<file path="src/rtl/allgates_vector_checker_pkg.sv">
// Shared definitions for the all-gates vector checker: FSM states and the
// bit positions of the fifteen gate outputs on the dut_i bus.
package allgates_vector_checker_pkg;

    localparam int unsigned NUM_OUTS = 15;

    localparam int unsigned BIT_NOT    = 0;
    localparam int unsigned BIT_AND    = 1;
    localparam int unsigned BIT_NAND   = 2;
    localparam int unsigned BIT_ANDNOT = 3;
    localparam int unsigned BIT_OR     = 4;
    localparam int unsigned BIT_NOR    = 5;
    localparam int unsigned BIT_ORNOT  = 6;
    localparam int unsigned BIT_XOR    = 7;
    localparam int unsigned BIT_XNOR   = 8;
    localparam int unsigned BIT_AOI3   = 9;
    localparam int unsigned BIT_OAI3   = 10;
    localparam int unsigned BIT_AOI4   = 11;
    localparam int unsigned BIT_OAI4   = 12;
    localparam int unsigned BIT_MUX    = 13;
    localparam int unsigned BIT_NMUX   = 14;

    typedef enum logic [2:0] {
        IDLE   = 3'd0,
        APPLY  = 3'd1,
        SETTLE = 3'd2,
        CHECK  = 3'd3,
        FIN    = 3'd4
    } state_t;

endpackage

</file>
<file path="src/rtl/allgates_golden.sv">
// Combinational reference for the gate block: the expected fifteen outputs
// for a 4-bit input vector {d,c,b,a}.
module allgates_golden
    import allgates_vector_checker_pkg::*;
(
    input  logic [3:0]          vec_i,
    output logic [NUM_OUTS-1:0] gold_o
);

    logic a, b, c, d;

    assign a = vec_i[0];
    assign b = vec_i[1];
    assign c = vec_i[2];
    assign d = vec_i[3];

    always_comb begin
        gold_o             = '0;
        gold_o[BIT_NOT]    = ~a;
        gold_o[BIT_AND]    = a & b;
        gold_o[BIT_NAND]   = ~(a & b);
        gold_o[BIT_ANDNOT] = a & ~b;
        gold_o[BIT_OR]     = a | b;
        gold_o[BIT_NOR]    = ~(a | b);
        gold_o[BIT_ORNOT]  = a | ~b;
        gold_o[BIT_XOR]    = a ^ b;
        gold_o[BIT_XNOR]   = ~(a ^ b);
        gold_o[BIT_AOI3]   = ~((a & b) | c);
        gold_o[BIT_OAI3]   = ~((a | b) & c);
        gold_o[BIT_AOI4]   = ~((a & b) | (c & d));
        gold_o[BIT_OAI4]   = ~((a | b) & (c | d));
        gold_o[BIT_MUX]    = c ? b : a;
        gold_o[BIT_NMUX]   = ~(c ? b : a);
    end

endmodule

</file>
<file path="config.mk">
export PLATFORM = sky130hd
export DESIGN_NAME = allgates_golden
export DESIGN_NICKNAME = d
export VERILOG_FILES = /design/src/rtl/allgates_vector_checker_pkg.sv /design/src/rtl/allgates_golden.sv
export SDC_FILE = /design/constraint.sdc
export NUM_CORES = 1
export LEC_CHECK = 0
export ABC_AREA = 0
export CORE_AREA = 2 2 39 41
export DETAILED_ROUTE_END_ITERATION = 16
export DIE_AREA = 0 0 41 43
export GPL_TIMING_DRIVEN = 0
export PLACE_DENSITY = 0.39
export SLEW_MARGIN = 20
export SYNTH_ARGS = -nofsm -noshare
export SYNTH_HDL_FRONTEND = slang
export SYNTH_SLANG_ARGS = --single-unit
</file>
<file path="constraint.sdc">
create_clock -name vclk -period 0.8
set_input_delay 0.08 -clock vclk [all_inputs]
set_output_delay 0.08 -clock vclk [all_outputs]
set_load 0.05 [all_outputs]
</file>
# --- Word-level counts from Yosys, hierarchy flattened ---
# Index checks and enable logic that the tools add are counted.
classes:
  muxes: 1
  n_bitwise: 21
op_table:
  columns: ["op", "count"]
  rows:
  - ["inverter 1 bit", 10]
  - ["AND 1 bit", 5]
  - ["bitwise OR 1 bit", 5]
  - ["two-way mux 1 bit", 1]
  - ["bitwise XOR 1 bit", 1]
word_totals:
  regBits: 0
  input_bits: 4
  output_inout_bits: 15
  wordCells: 22

# --- Depth between registers and ports, before layout ---
logic_depth:
  ltp_word: 3
  depth_mapped: 3
  depth_no_buf: 3

# --- Worst setup path after synthesis ---
# Ideal clock, no wire load.
synth_path:
  path_kind: "input to output"
  from: "input port vec_i[0]"
  to: "output port gold_o[12]"
  arrival_ns: 1.515
  required_time_ns: 0.720
  path_slack_ns: -0.795
  cell_stages: 3
  path_buffers: 0
  path_cell_list: "inv_1 > ha_1 > o21bai_1"
synth_via:
  elab_chain_cells: 3
synth_lines:
  columns: ["item", "line_no", "text"]
  rows:
  - ["start: declaration", "allgates_golden.sv:6", "input logic [3:0] vec_i,"]
  - ["bitwise OR 1 bit", "allgates_golden.sv:31", "gold_o[BIT_OAI4] = ~((a | b) & (c | d));"]
  - ["AND 1 bit", "allgates_golden.sv:31", null]
  - ["inverter 1 bit", "allgates_golden.sv:31", null]
  - ["end: declaration", "allgates_golden.sv:7", "output logic [NUM_OUTS-1:0] gold_o"]
# Every way passes these cells.

# --- Final worst setup path ---
layout_path:
  from: "input port vec_i[0]"
  to: "output port gold_o[8]"
layout_via:
  elab_chain_cells: 2
layout_lines:
  columns: ["item", "line_no", "text"]
  rows:
  - ["bitwise XOR 1 bit", "allgates_golden.sv:27", "gold_o[BIT_XNOR] = ~(a ^ b);"]
  - ["inverter 1 bit", "allgates_golden.sv:27", null]
# Every way passes these cells.

==> metrics.md <==
| Metric | Value |
|---|---|
| Outcome | complete, but fails checks |
| Failing checks | negative setup slack |
| Setup CP Type | primary input to output port |
| Die W | 41 um |
| Initial core utilization | between 10% and 20% |
| Worst Tran Pin Value | approximately 250 ps |
| CP most frequent cell | clkinvlp_4 |
| GRT Total Usage | around 5.9% |
| Leakage | 0.212 nW |
| Startpoint types | primary input |
| Peak supply drop | 0.000282 V |
| Mapped cell area | ~150 sq um |
| Worst rel slew slack | 83.7% |
| Vias | between 200 and 250 |
| Via/cell ratio | approximately 3.7 |
| Total grt overflow | 0 |
| Ratio of final minimum period to clock period | 116% |
| Die height | 43 um |
| Largest area contributor in the netlist | ha_1 |
| Largest net degree at the start of global routing | 7 |
| Clock buffers | 0 |
| Netlist cell types | 8 |
| Remaining antenna violation count | 0 |
| Post-route DRC violation count | 0 |
| Seq cells | 0 |
| Cell family with most CP delay | buffers and inverters |
| WL/cell | 10.4 um |
| Number of global-route vias before repair | 178 |
| Dpl cells | between 50 and 60 |
| Num rows | 14 |
| Worst Setup Slack, final | -128 ps |
| RSZ-0062 raised after global routing | yes |
| DP Worst Slack | -1390 ps |
| Port Buffers | 19 |
| Iter 0 DRT Violations | 1 |
| Register area | 0 sq um |
| Die area | 0.00176 sq mm |
| Finished Layout Cells | 56 |
| Synth warn | 0 |
| Final wirelength | slightly below 600 um |
| Routability cong. | 0.522 |
| Slowest cell on the critical path | ha_4 |
| Req. time, crit path | 720 ps |
| Gate Count Post-Synth | 18 |
| Arrival time at the worst endpoint | 850 ps |
| MaxCap Viol Count | 0 |
| Final Hold Fails | 0 |
| CP Capture Type | output port |
| Fmax | around 1100 MHz |
| TritonRoute pass-1 iters | 2 |
| Worst path max stage delay | 310 ps |
| Initial antenna violation count | 0 |
| Commonest cells post-synth | 6 x ha_1, 6 x inv_1 |
| Syn avg cell area | between 8 and 9 sq um |
| Layout cells sized above 1 | 90.0% |
| Worst hold-check path type | primary input to output port |
| First-pass GRT wire length | 752 um |
| Worst-path cell chain | buf_12 > clkinvlp_4 > ha_4 > clkinvlp_4 > buf_8 |
| IO Count | 19 |
| Final setup fails | 9 |
| Nets@finish | 52 |
| Crit path time final | just over 900 ps |
| Syn nets | 28 |
| Area grow syn2layout | 236% |
| Crit path buf inv count | 4 |
| Core ar. | about 0.0014 sq mm |
| N_diodes | 0 |
| Final count of pins violating max slew | 0 |
| CP Max Fanout | 5 |
| Seq/Total Area, Yosys | 0% |
| Pwr dens | 948 mW/mm^2 |
| Yosys top cell area share | 51.7% |
| Synth area leaders | ha_1 52%, inv_1 16%, mux2_4 10%, mux2i_1 6.9%, o21bai_1 5.2% |
## logic make-up (layout without fill, tap and decap cells)
logic type | after synthesis | count (layout) | share of synthesized area [%]
AND/OR/NAND/NOR | 2 | 2 | 6.90
adder cells (fa/ha/maj) | 6 | 6 | 51.7
multiplexers | 2 | 2 | 17.2
buffers and inverters | 6 | 28 | 15.5
AO/OA/AOI/OAI | 2 | 2 | 8.62
## metal layers
layer / part of all wire [%] / up-vias / track usage, %
met5: 0 / - / 0
met1: 36 / 93 / 6.98
met3: 14 / 0 / 0.524
li1: - / 97 / -
met2: 49 / 19 / 11.3
met4: 0 / 0 / 0
## what timing repair did
item	4_1_cts	5_1_grt
buffers inserted	2	1
pin swaps	2	0
setup endpoints to repair	15	12
gates resized for setup	120	11
hold buffers	0	0
## final timing paths
check	from	end	cells past startpoint
setup / recovery	vec_i[0]	gold_o[8]	5
hold / removal	vec_i[2]	gold_o[9]	3
## layout by cell type (no fill, tap or decap), drive strengths merged
master	netlist	layout
dlygate4sd2	0	1
o21bai	1	1
mux2i	1	1
nand2b	1	1
clkinvlp	0	4
inv	6	2
buf	0	21
ha	6	6
mux2	1	1
a21oi	1	1
nor2	1	1
## through the flow
stage               utilization, %  power (mW)  TNS [ps]  hold WS, ps  instance area [sq um]
floorplan                        -       0.275     -1530          213                    206
global route                  35.3       0.481      -983          498                    488
finish                        35.3       0.463      -692          485                    488
detailed placement            30.1       0.408    -18280         1470                    417
global placement              30.1       0.406    -17990         1490                    417
CTS                           31.9       0.438      -635          492                    442
## final cells by class
| cell class | instances | area (sq um) |
|---|---|---|
| multi-input cells | 12 | 194 |
| repair buffers | 22 | 234 |
| well taps | 16 | 20.0 |
| inverters | 6 | 40.0 |
| fillers | 149 | 896 |
## report_power, final
| group | total, mW | switching, mW | internal (mW) |
|---|---|---|---|
| logic | 0.463 | 0.282 | 0.181 |
| registers | 0 | 0 | 0 |
| clock network | 0 | 0 | 0 |
Note: power is estimated with default switching activity, not from simulation.
